File: src/rtl/hack_pkg.sv
`default_nettype none
// ============================================================================
//  Module      : hack_pkg
//  Description : Shared definitions for the Hack ROM loader. This package
//                holds the loader state encoding, the word and address
//                widths, and a helper that identifies the byte-receiving
//                states.
//  Revision    : 1.0 - initial release
// ============================================================================
package hack_pkg;

  localparam int HACK_WORD_W = 16;
  localparam int HACK_ADDR_W = 15;

  typedef enum logic [3:0] {
    ST_IDLE    = 4'd0,
    ST_LEN_HI  = 4'd1,
    ST_LEN_LO  = 4'd2,
    ST_DATA_HI = 4'd3,
    ST_DATA_LO = 4'd4,
    ST_SUM_HI  = 4'd5,
    ST_SUM_LO  = 4'd6,
    ST_DONE    = 4'd7,
    ST_ERR     = 4'd8
  } loader_state_t;

  // The LEN, DATA and SUM states are the only states that consume bytes.
  function automatic logic is_receiving(input loader_state_t s);
    return (s == ST_LEN_HI)  || (s == ST_LEN_LO)  ||
           (s == ST_DATA_HI) || (s == ST_DATA_LO) ||
           (s == ST_SUM_HI)  || (s == ST_SUM_LO);
  endfunction

endpackage
`default_nettype wire

File: src/rtl/hack_rom_loader.sv
`default_nettype none
// ============================================================================
//  Module      : hack_rom_loader
//  Description : Receives a big-endian program image as a byte stream
//                (16-bit length N, then N words, plus an optional 16-bit
//                checksum) and writes it word by word into the instruction
//                ROM. The CPU is held in reset until the image is complete.
//  Revision    : 1.0 - initial release
//
//  Configuration macro:
//    HACK_ROM_LOADER_CHECKSUM_EN - when defined, a 16-bit checksum trailer
//    follows the data. It is compared against the mod-2^16 sum of all data
//    words, and a mismatch ends the load in ERR.
//
//  Ports:
//    clk        in   system clock
//    reset      in   asynchronous, active-low reset
//    start      in   one-cycle pulse that begins a load (ignored while busy)
//    rx_valid   in   byte available on rx_data
//    rx_data    in   incoming byte
//    rx_ready   out  loader accepts a byte this cycle
//    rom_we     out  one-cycle ROM write strobe
//    rom_addr   out  ROM word address (word index 0..N-1)
//    rom_wdata  out  ROM write data
//    cpu_reset  out  active-high CPU reset, low only in DONE
//    busy       out  load in progress
//    done       out  image loaded, sticky until the next start
//    err        out  load failed, sticky until the next start
// ============================================================================
module hack_rom_loader
  import hack_pkg::*;
#(
  parameter int ADDR_W    = HACK_ADDR_W,
  parameter int MAX_WORDS = 32768
) (
  input  logic                   clk,
  input  logic                   reset,
  input  logic                   start,
  input  logic                   rx_valid,
  input  logic [7:0]             rx_data,
  output logic                   rx_ready,
  output logic                   rom_we,
  output logic [ADDR_W-1:0]      rom_addr,
  output logic [HACK_WORD_W-1:0] rom_wdata,
  output logic                   cpu_reset,
  output logic                   busy,
  output logic                   done,
  output logic                   err
);

  localparam logic [16:0] c_max_words = 17'(MAX_WORDS);

  // The state that follows the data phase (or a zero-length image).
`ifdef HACK_ROM_LOADER_CHECKSUM_EN
  localparam loader_state_t c_after_data = ST_SUM_HI;
`else
  localparam loader_state_t c_after_data = ST_DONE;
`endif

  loader_state_t          r_state;
  loader_state_t          w_state_nxt;
  logic [7:0]             r_hold;   // high byte of the field being assembled
  logic [HACK_WORD_W-1:0] r_len;
  logic [HACK_WORD_W-1:0] r_count;  // index of the next word to write
`ifdef HACK_ROM_LOADER_CHECKSUM_EN
  logic [HACK_WORD_W-1:0] r_sum;
`endif

  logic                   w_xfer;
  logic                   w_start_load;
  logic [HACK_WORD_W-1:0] w_word;
  logic                   w_last;

  always_comb begin
    w_xfer       = rx_valid && is_receiving(r_state);
    w_start_load = start && ((r_state == ST_IDLE) || (r_state == ST_DONE) ||
                             (r_state == ST_ERR));
    w_word       = {r_hold, rx_data};
    // r_len is nonzero whenever the DATA states are reached.
    w_last       = (r_count == (r_len - 16'd1));
  end

  always_comb begin
    w_state_nxt = r_state;
    case (r_state)
      ST_IDLE, ST_DONE, ST_ERR: begin
        if (start) w_state_nxt = ST_LEN_HI;
      end
      ST_LEN_HI: begin
        if (w_xfer) w_state_nxt = ST_LEN_LO;
      end
      ST_LEN_LO: begin
        if (w_xfer) begin
          if ({1'b0, w_word} > c_max_words) w_state_nxt = ST_ERR;
          else if (w_word == 16'd0)         w_state_nxt = c_after_data;
          else                              w_state_nxt = ST_DATA_HI;
        end
      end
      ST_DATA_HI: begin
        if (w_xfer) w_state_nxt = ST_DATA_LO;
      end
      ST_DATA_LO: begin
        if (w_xfer) w_state_nxt = w_last ? c_after_data : ST_DATA_HI;
      end
`ifdef HACK_ROM_LOADER_CHECKSUM_EN
      ST_SUM_HI: begin
        if (w_xfer) w_state_nxt = ST_SUM_LO;
      end
      ST_SUM_LO: begin
        if (w_xfer) w_state_nxt = (w_word == r_sum) ? ST_DONE : ST_ERR;
      end
`endif
      default: w_state_nxt = ST_IDLE;
    endcase
  end

  // State and all outputs are registered. The status outputs are decoded
  // from the next state, so they line up with the state register.
  always_ff @(posedge clk or negedge reset) begin
    if (!reset) begin
      r_state   <= ST_IDLE;
      r_hold    <= '0;
      r_len     <= '0;
      r_count   <= '0;
`ifdef HACK_ROM_LOADER_CHECKSUM_EN
      r_sum     <= '0;
`endif
      rx_ready  <= 1'b0;
      rom_we    <= 1'b0;
      rom_addr  <= '0;
      rom_wdata <= '0;
      cpu_reset <= 1'b1;
      busy      <= 1'b0;
      done      <= 1'b0;
      err       <= 1'b0;
    end else begin
      r_state   <= w_state_nxt;
      rx_ready  <= is_receiving(w_state_nxt);
      busy      <= is_receiving(w_state_nxt);
      cpu_reset <= (w_state_nxt != ST_DONE);
      done      <= (w_state_nxt == ST_DONE);
      err       <= (w_state_nxt == ST_ERR);
      rom_we    <= 1'b0;

      if (w_start_load) begin
        r_count <= '0;
`ifdef HACK_ROM_LOADER_CHECKSUM_EN
        r_sum   <= '0;
`endif
      end

      if (w_xfer) begin
        case (r_state)
          ST_LEN_HI, ST_DATA_HI, ST_SUM_HI: r_hold <= rx_data;
          ST_LEN_LO:                        r_len  <= w_word;
          ST_DATA_LO: begin
            rom_we    <= 1'b1;
            rom_addr  <= r_count[ADDR_W-1:0];
            rom_wdata <= w_word;
            r_count   <= r_count + 16'd1;
`ifdef HACK_ROM_LOADER_CHECKSUM_EN
            r_sum     <= r_sum + w_word;
`endif
          end
          default: ;
        endcase
      end
    end
  end

endmodule
`default_nettype wire

File: config.mk
export PLATFORM = sky130hd
export DESIGN_NAME = hack_rom_loader
export DESIGN_NICKNAME = d
export VERILOG_FILES = /design/src/rtl/hack_pkg.sv /design/src/rtl/hack_rom_loader.sv
export SDC_FILE = /design/constraint.sdc
export NUM_CORES = 1
export LEC_CHECK = 0
export CAP_MARGIN = 0
export CORE_MARGIN = 2
export CORE_UTILIZATION = 60
export DETAILED_ROUTE_END_ITERATION = 8
export HOLD_SLACK_MARGIN = 0.15
export PLACE_DENSITY = 0.85
export SYNTH_ARGS = -nofsm -noshare
export SYNTH_HDL_FRONTEND = slang
export SYNTH_SLANG_ARGS = --single-unit
File: constraint.sdc
create_clock -name clk -period 8 [get_ports clk]
set_input_delay 1.2 -clock clk [delete_from_list [all_inputs] [get_ports clk]]
set_output_delay 1.2 -clock clk [all_outputs]
set_load 0.01 [all_outputs]
==> flow_results.org, run 1 <==
** Clocking
- After clock tree synthesis, the setup repair step added 0 buffers.
- Clock latency on the worst-skew pair :: 0.35 ns
- Once the clock tree was built, the resizer swapped 0 gates to a different size.
- Root buffer cell :: sky130_fd_sc_hd__clkbuf_8
- Clock-pin slew was measured on the worst setup and hold paths at 0.09 ns.
- CTS saw 80 sinks.
- Counting the buffers created by CTS gives 9.
- TritonCTS built the clock tree.
- Largest buffer count on any clock path :: 2
- Total number of H-tree levels :: 3
- For this design, the CTS-stage hold fixing added 0 buffers.

** Timing
- Setup violations remaining at the end of the flow were counted as 0.
- Between clock sinks in the finished design, the worst skew comes to 0.006593 ns.
- Max frequency :: 302.9 MHz
- The worst pin sits at a relative slew slack of 0.3215.
- RSZ-0062 raised after global routing :: no
- Subtracting the final worst setup slack from the clock period gives 3.301 ns.
- Final-layout setup total negative slack :: 0 ns
- Slew at the pin closest to its max-slew limit :: 1.011 ns
- Max Transition Viols Final :: 0
- Dividing the final minimum period by the clock period gives 0.4127.
- The hold violation count in the final report was 0.

** Power
- Power density over cell area :: 315.8 mW/mm2
- Power share of the clock group :: 0.187
- Switch share :: 0.3783
- In this run the static leakage power is 2.037 nW.
- Net switching power of the design :: 0.5507 mW
- The share of total power dissipated in sequential elements is 0.464.
- Comb pwr share :: 0.349
- Maximum ir drop on the vdd rail :: 211.9 uV
- Int Power :: 0.9050 mW

** Global route
- Across every metal layer, demand over resource in global routing totals 0.2637.
- Via count of the first global-routing pass :: 3,135
- The first global-routing pass estimated 15,110 um of wire.
- The number of antenna violations at the first check in global routing is 0.
- Remaining Overflow, GRT :: 0
- Largest net degree at the start of global routing :: 81

** Synth
- The synthesized design spends more area on one cell type than any other, namely sky130_fd_sc_hd__dfrtp_1.
- In the synthesized netlist the dominant register cell turns out to be sky130_fd_sc_hd__dfrtp_1.
- Cell count after synthesis :: 413
- Leading post-synthesis cells by cell area :: sky130_fd_sc_hd__dfrtp_1 50%, sky130_fd_sc_hd__nand2_1 11%, sky130_fd_sc_hd__mux2_2 7.5%
- Area share of the leading cell type in the synthesized netlist :: 0.5032
- Synthesized netlist net count :: 427
- After synthesis the netlist holds a flip-flop and latch count of 80.
- Number of synthesized flops with an enable pin :: 0
- Post-synthesis average cell area :: 9.513 um2
- After synthesis the cells add up to 0.003929 mm2.
- Count of unique library cells instantiated by Yosys :: 51
- For this run, the register share of the synthesized area comes to 0.5099.
- Async set or reset register ratio after synthesis :: 1.000
- Synth warn :: 0

** Critical path
- Largest fanout of any net on the critical path :: 18
- The worst setup path is of the primary input to flip-flop kind.
- Launching instance or port of the critical path :: rx_valid
- For the worst setup path, the data arrival time is 3.53 ns.
- The endpoint identified for the worst register-to-register timing path is done$_DFF_PN0_.
- In this run the worst setup path terminates at busy$_DFF_PN0_.
- Across all register-to-register paths, the minimum setup slack is 5.01 ns.
- Measured in cells, the most critical reg-to-reg path has a length of 9.
- Critical path startpoint category :: primary input
- Data on the critical path is required at its endpoint by 8.22 ns.
- STA classifies the critical path endpoint as a flip-flop.
- Reg-to-reg critical path startpoint :: r_len[0]$_DFFE_PN0P_

** Detailed routing
- Per-cell routed wire length :: 16.52 um
- Routed via count divided by cell count :: 5.942
- The detailed router placed 3,179 vias in this run.
- Once detail routing completed, the nets flagged for antenna violations numbered 0.
- After detailed routing, the number of remaining DRC violations is 0.
- 1st-iter DRT viols :: 184
- The first detailed-routing pass took 5 iterations.
- Wires add up to 8840 um.

** Cells and area
- After filler insertion, the fill cell instance count of the layout stands at 465.
- In the final design database the tool counted 467 nets.
- Number of inserted diodes :: 0
- Area taken by flip-flops and latches :: 0.002003 mm2
- Of the cells placed in the final design, the portion with a size suffix greater than 1 is 0.1135.
- Multi-input gate area in the final layout :: 0.001810 mm2
- Once layout is done, the placed cells without fillers occupy 0.004609 mm2.
- Layout overhead on the synthesized area :: 17.32%

** Hold path
- Worst hold-check path type :: flip-flop to flip-flop
- Counting instances, the worst hold path has a depth of 2.

** Floorplan
- The die is 84.92 um tall.
- Core region area :: 0.006350 mm2
- Number of placement rows :: 29
- I/O pin count :: 49
- Initial Util :: 0.6187
- Die span in x :: 84.92 um
- The die covers 0.007211 mm2.

** Place
- Weighted congestion reported at the end of routability-driven placement :: 0.9485
- Buffers on Ports :: 48
- Dpl cell area :: 0.004433 mm2
- After legalization and detailed placement, the total HPWL measured 6121 um.

** Run status
- Status :: complete, no violations

** Job
- Maxcap violations :: 0
-- sequential cells by signal, indices dropped and copies added (netlist names) --
signal,count
r_count,16
r_len,16
rom_wdata,16
rom_addr,15
r_hold,8
r_state,4
busy,1
cpu_reset,1
done,1
err,1
rom_we,1
-- through the flow --
step / hold WS (ns) / utilization / instances / power, mW / setup WS (ns)
6_report: 0.4820 / 0.7259 / 535 / 1.456 / 4.699
5_1_grt: 0.5128 / 0.7259 / 535 / 1.545 / 4.393
4_1_cts: 0.4838 / 0.7259 / 535 / 1.454 / 4.728
3_5_place_dp: 0.4625 / 0.6981 / 519 / 1.181 / 4.365
3_3_place_gp: 0.4586 / 0.6981 / 519 / 1.159 / 4.462
2_1_floorplan: 0.4659 / - / 413 / 0.9768 / 5.162
-- cell usage in the layout (no fill, tap or decap), types with 4 or more instances in the layout --
cell type                         count
sky130_fd_sc_hd__dfrtp_1             79
sky130_fd_sc_hd__nor4_1               6
sky130_fd_sc_hd__mux2i_1              8
sky130_fd_sc_hd__xnor2_1             13
sky130_fd_sc_hd__clkbuf_8             9
sky130_fd_sc_hd__nand2b_1             4
sky130_fd_sc_hd__nor3_1               8
sky130_fd_sc_hd__nand3_1             14
sky130_fd_sc_hd__a21oi_1             10
sky130_fd_sc_hd__nor2_1              19
sky130_fd_sc_hd__mux2_2              26
sky130_fd_sc_hd__o21ai_0             17
sky130_fd_sc_hd__nand2_1            116
sky130_fd_sc_hd__clkdlybuf4s50_1     47
sky130_fd_sc_hd__nand4_1              6
sky130_fd_sc_hd__xor2_1               7
sky130_fd_sc_hd__inv_1                7
-- power by group through the flow --
stage                     combinational, mW  sequential, mW  clock (mW)
after detailed placement              0.505           0.676           0
after floorplan                       0.340           0.636           0
final                                 0.508           0.675       0.272
after CTS                             0.508           0.669       0.277
after global placement                0.492           0.667           0
after global routing                  0.558           0.692       0.295
-- cell type report --
class,instances,area share
clock buffers,9,0.02687
repair buffers,50,0.1069
clock inverters,7,0.01140
flip-flops and latches,80,0.4346
inverters,8,0.006515
multi-input cells,304,0.3928
well taps,77,0.02090
-- synthesized netlist by cell type, types with 7 or more instances --
cell / instances
sky130_fd_sc_hd__nand2_1: 116
sky130_fd_sc_hd__dfrtp_1: 79
sky130_fd_sc_hd__mux2_2: 26
sky130_fd_sc_hd__nor2_1: 19
sky130_fd_sc_hd__o21ai_0: 18
sky130_fd_sc_hd__clkbuf_1: 17
sky130_fd_sc_hd__nand3_1: 14
sky130_fd_sc_hd__xnor2_1: 13
sky130_fd_sc_hd__a21oi_1: 10
sky130_fd_sc_hd__mux2i_1: 8
sky130_fd_sc_hd__nor3_1: 8
sky130_fd_sc_hd__inv_1: 7
sky130_fd_sc_hd__xor2_1: 7
-- how the worst min path moves through the flow --
| stage | startpoint | endpoint | slack, ns |
|---|---|---|---|
| after floorplan | r_count[15]$_DFF_PN0_ | r_count[15]$_DFF_PN0_ | 0.47 |
| after global placement | rom_addr[14]$_DFFE_PN0P_ | rom_addr[14]$_DFFE_PN0P_ | 0.46 |
| after detailed placement | rom_addr[10]$_DFFE_PN0P_ | rom_addr[10]$_DFFE_PN0P_ | 0.46 |
| after CTS | rom_addr[10]$_DFFE_PN0P_ | rom_addr[10]$_DFFE_PN0P_ | 0.48 |
| after global routing | rom_wdata[4]$_DFFE_PN0P_ | rom_wdata[4]$_DFFE_PN0P_ | 0.51 |
| final | rom_addr[10]$_DFFE_PN0P_ | rom_addr[10]$_DFFE_PN0P_ | 0.48 |
-- critical path: stages --
cell	delay, ns
sky130_fd_sc_hd__clkdlybuf4s50_1	0.55
sky130_fd_sc_hd__nor2b_1	0.31
sky130_fd_sc_hd__nand3_1	0.68
sky130_fd_sc_hd__nor3_1	0.51
sky130_fd_sc_hd__nor2_1	0.09
sky130_fd_sc_hd__o21ai_0	0.09
sky130_fd_sc_hd__o21ai_0	0.10
-- cell families (layout without fill, tap and decap cells) --
kind of cell	after synthesis	after routing	share of synthesized area
AO/OA/AOI/OAI	53	53	0.08790
XOR/XNOR	20	20	0.04459
adder cells (fa/ha/maj)	2	2	0.006368
buffers and inverters	29	74	0.02930
flip-flops	80	80	0.5099
multiplexers	34	34	0.09491
AND/OR/NAND/NOR	195	195	0.2271
-- layer usage --
metal	vias to the layer above	share of wire	GRT usage	routed length, um
met2	79	0.48	0.4130	4261
met3	13	0.037	0.04377	328
met4	0	0.014	0.09812	127
met5	-	0	0	0
li1	1495	-	-	-
met1	1592	0.47	0.3741	4122
Note: power is estimated with default switching activity, not from simulation.
==> run 2, diff against run 1 <==
CORE_UTILIZATION = 55   (was 60)
PLACE_DENSITY = 0.79   (was 0.85)
clock period = 3.3 ns   (was 8 ns; I/O delays follow)
==> run 2 against run 1 <==
Against the previous run: non-clock buffer count is 2 higher; count of clock-buffer cells in the layout stayed put; sequential share of layout area is 0.37 points lower; clock skew is 0.0036 ns higher; wire length is 0.52% lower; via count is 1.5% lower; largest cell class unchanged.
==> flow_results.org, run 2 (same netlist as run 1, synthesis figures left out) <==
** Global route
- Via count of the first global-routing pass :: 3,004
- Initial antenna violation count :: 0
- Across every metal layer, demand over resource in global routing totals 0.2487.
- Largest net degree at the start of global routing :: 81
- Remaining Overflow, GRT :: 0
- Wire length of the first global-routing pass :: 14,810 um

** Timing
- Total setup violations reported at the end of the flow :: 0
- Headroom to the max-slew limit :: 0.3433
- Setup repair after global routing left no endpoint under its margin.
- Of the available clock period, the critical path in the final layout requires 0.8983.
- Across the routed clock network, the largest skew measured is 0.01021 ns.
- The hold violation count in the final report was 0.
- Slew at the pin closest to its max-slew limit :: 0.9850 ns
- Final-layout setup total negative slack :: 0 ns
- The worst path in the final design needs a cycle of 2.964 ns, including I/O delays and setup.
- Max frequency :: 337.3 MHz
- Max Transition Viols Final :: 0

** Cells and area
- The count of cells in the finished layout, fillers not included, comes to 556.
- Registers take 0.002003 mm2.
- The largest registers in the layout are r_count: 16 flops, r_len: 16 flops, rom_wdata: 16 flops.
- In the final layout, the multi-input gates occupy 0.001810 mm2.
- The repair_antennas step left the layout with diodes totalling 0.
- Number of inserted filler cells in the final layout :: 555
- Commonest cells after routing, fill and taps aside :: 116 x sky130_fd_sc_hd__nand2_1, 79 x sky130_fd_sc_hd__dfrtp_1, 47 x sky130_fd_sc_hd__clkdlybuf4s50_1
- Final #Nets :: 469
- Leaving out fill and tap cells, the most frequent cell in the layout is sky130_fd_sc_hd__nand2_1.
- Relative to the synthesized area, the layout overhead comes to 18.34%.
- Of the cells placed in the final design, the portion with a size suffix greater than 1 is 0.1174.

** Floorplan
- Row generation in the floorplan step produced 30 rows.
- The die is 88.52 um wide.
- Die Footprint :: 0.007835 mm2
- I/O pin count :: 49
- Core region area :: 0.006869 mm2
- Initial Util :: 0.5719
- Die Y-Extent :: 88.52 um

** Clocking
- Counting along the longest clock path gives a buffer depth of 2.
- Hold repair after CTS inserted 0 buffers.
- Clock latency on the worst-skew pair :: 0.35 ns
- After clock tree synthesis, the clock-pin slew on the worst setup and hold paths is 0.09 ns.
- Setup Buffers After CTS :: 0
- TritonCTS built the clock tree.
- Root buffer cell :: sky130_fd_sc_hd__clkbuf_8
- Clock sink count :: 80
- The clock tree synthesis step divided the H-tree into 3 levels.
- In this run, CTS created clock tree buffers numbering 9.
- Total of cells resized after clock tree synthesis :: 0

** Detailed routing
- TritonRoute pass-1 iters :: 4
- In the final routed layout, each cell accounts on average for 15.82 um.
- Total vias in the final route :: 3,132
- After detailed routing, the number of remaining DRC violations is 0.
- The detail route stage leaves a number of antenna-violating nets equal to 0.
- Routed via count divided by cell count :: 5.633
- After detailed routing, the total wire length is 8794 um.
- The detailed router finished its first iteration with 213 violations.

** Critical path
- Data on the critical path is required at its endpoint by 3.56 ns.
- Data on the critical path arrives at its endpoint at 3.23 ns.
- Type of the worst setup path :: flip-flop to flip-flop
- Reg-to-reg slack, setup :: 0.34 ns
- Number of cells on the worst reg-to-reg path :: 9
- In this run the critical register-to-register path is launched from r_len[0]$_DFFE_PN0P_.
- Endpoint of the most critical register-to-register path :: done$_DFF_PN0_
- In this run the worst setup path terminates at done$_DFF_PN0_.
- Largest fanout of any net on the critical path :: 9
- STA classifies the critical path startpoint as a flip-flop.
- Launching instance or port of the critical path :: r_len[0]$_DFFE_PN0P_
- CP Capture Type :: flip-flop

** Run status
- Status :: complete, no violations

** Power
- In this run the power density over the cells is 758.2 mW/mm2.
- IR analysis of the VDD net gives a maximum drop of 531.0 uV.
- In this run the static leakage power is 2.038 nW.

** Place
- Counting tap cells, the placed design contains a total of 540 instances.
- The congestion estimate from routability-driven global placement came to 0.9243.
- Buffers on Ports :: 48
- The HPWL after detailed placement is 6133 um.

** Job
- The tool flagged a number of max-cap violations equal to 0.

** Hold path
- The path class of the tightest hold or removal check is primary input to async pin.
## run 2: changes by cell type in the layout (fill, tap and decap cells not counted)
| cell | delta |
|---|---|
| sky130_fd_sc_hd__buf_4 | +2 |
| sky130_fd_sc_hd__clkinvlp_4 | +2 |
| sky130_fd_sc_hd__clkinv_2 | -1 |
| sky130_fd_sc_hd__clkinv_4 | -1 |
| sky130_fd_sc_hd__o21ai_0 | +1 |
| sky130_fd_sc_hd__o21ai_1 | -1 |
## run 2: critical path: stages, from the launching register on
cell and delay, ns:
sky130_fd_sc_hd__dfrtp_1 0.44, sky130_fd_sc_hd__inv_1 0.08, sky130_fd_sc_hd__ha_1 0.34, sky130_fd_sc_hd__nand4bb_1 0.15, sky130_fd_sc_hd__a2111oi_0 0.48, sky130_fd_sc_hd__o211ai_1 0.15
sky130_fd_sc_hd__or4b_1 0.49, sky130_fd_sc_hd__a311o_1 0.29, sky130_fd_sc_hd__or2_1 0.23, sky130_fd_sc_hd__o31ai_2 0.22
## run 2: worst min-delay path by stage
stage | from | to | cells after the start
floorplan | reset | busy$_DFF_PN0_ | 0
global placement | rom_addr[12]$_DFFE_PN0P_ | rom_addr[12]$_DFFE_PN0P_ | 2
detailed placement | rom_wdata[5]$_DFFE_PN0P_ | rom_wdata[5]$_DFFE_PN0P_ | 2
CTS | reset | r_count[13]$_DFF_PN0_ | 1
global route | reset | rom_addr[11]$_DFFE_PN0P_ | 1
finish | reset | r_count[9]$_DFF_PN0_ | 1
## run 2: area by class of cell
class                           count  area share
Clock buffer                        9     0.02664
Multi-Input combinational cell    304      0.3894
Sequential cell                    80      0.4308
Clock inverter                      7     0.01157
Timing Repair Buffer               52      0.1093
Tap cell                           96     0.02583
Inverter                            8    0.006459
## run 2: where the power goes
| part | switching [mW] | internal [mW] | total (mW) |
|---|---|---|---|
| Clock | 0.383 | 0.280 | 0.663 |
| Sequential | 0.355 | 1.27 | 1.62 |
| Combinational | 0.586 | 0.656 | 1.24 |
## run 2: metrics by stage
stage          worst slack [ns]    util  area [um2]  power (mW)  hold slack, ns
6_report                 0.3355  0.6769        4649       3.525          0.2920
5_1_grt                 0.07178  0.6769        4649       3.766          0.3836
4_1_cts                  0.3458  0.6769        4649       3.541          0.3415
3_5_place_dp             0.3956  0.6510        4472       2.867          0.4612
3_3_place_gp             0.5300  0.6510        4472       2.812          0.4578
2_1_floorplan            0.7075       -        3929       2.368          0.1994
## run 2: metal layers
layer  wire length (um)  up-vias  track usage  part of all wire
met5                  0        -            0                 0
met4                136        0      0.08402             0.015
met3                352       13      0.05504             0.040
met2               4142       81       0.3807              0.47
met1               4163     1539       0.3537              0.47
li1                   -     1499            -                 -
==> run 3, diff against run 2 <==
CTS_CLUSTER_DIAMETER = 120   (was default)
==> results of run 3 <==
Same layout as run 2: the final DEF is identical, and so are final timing and power.
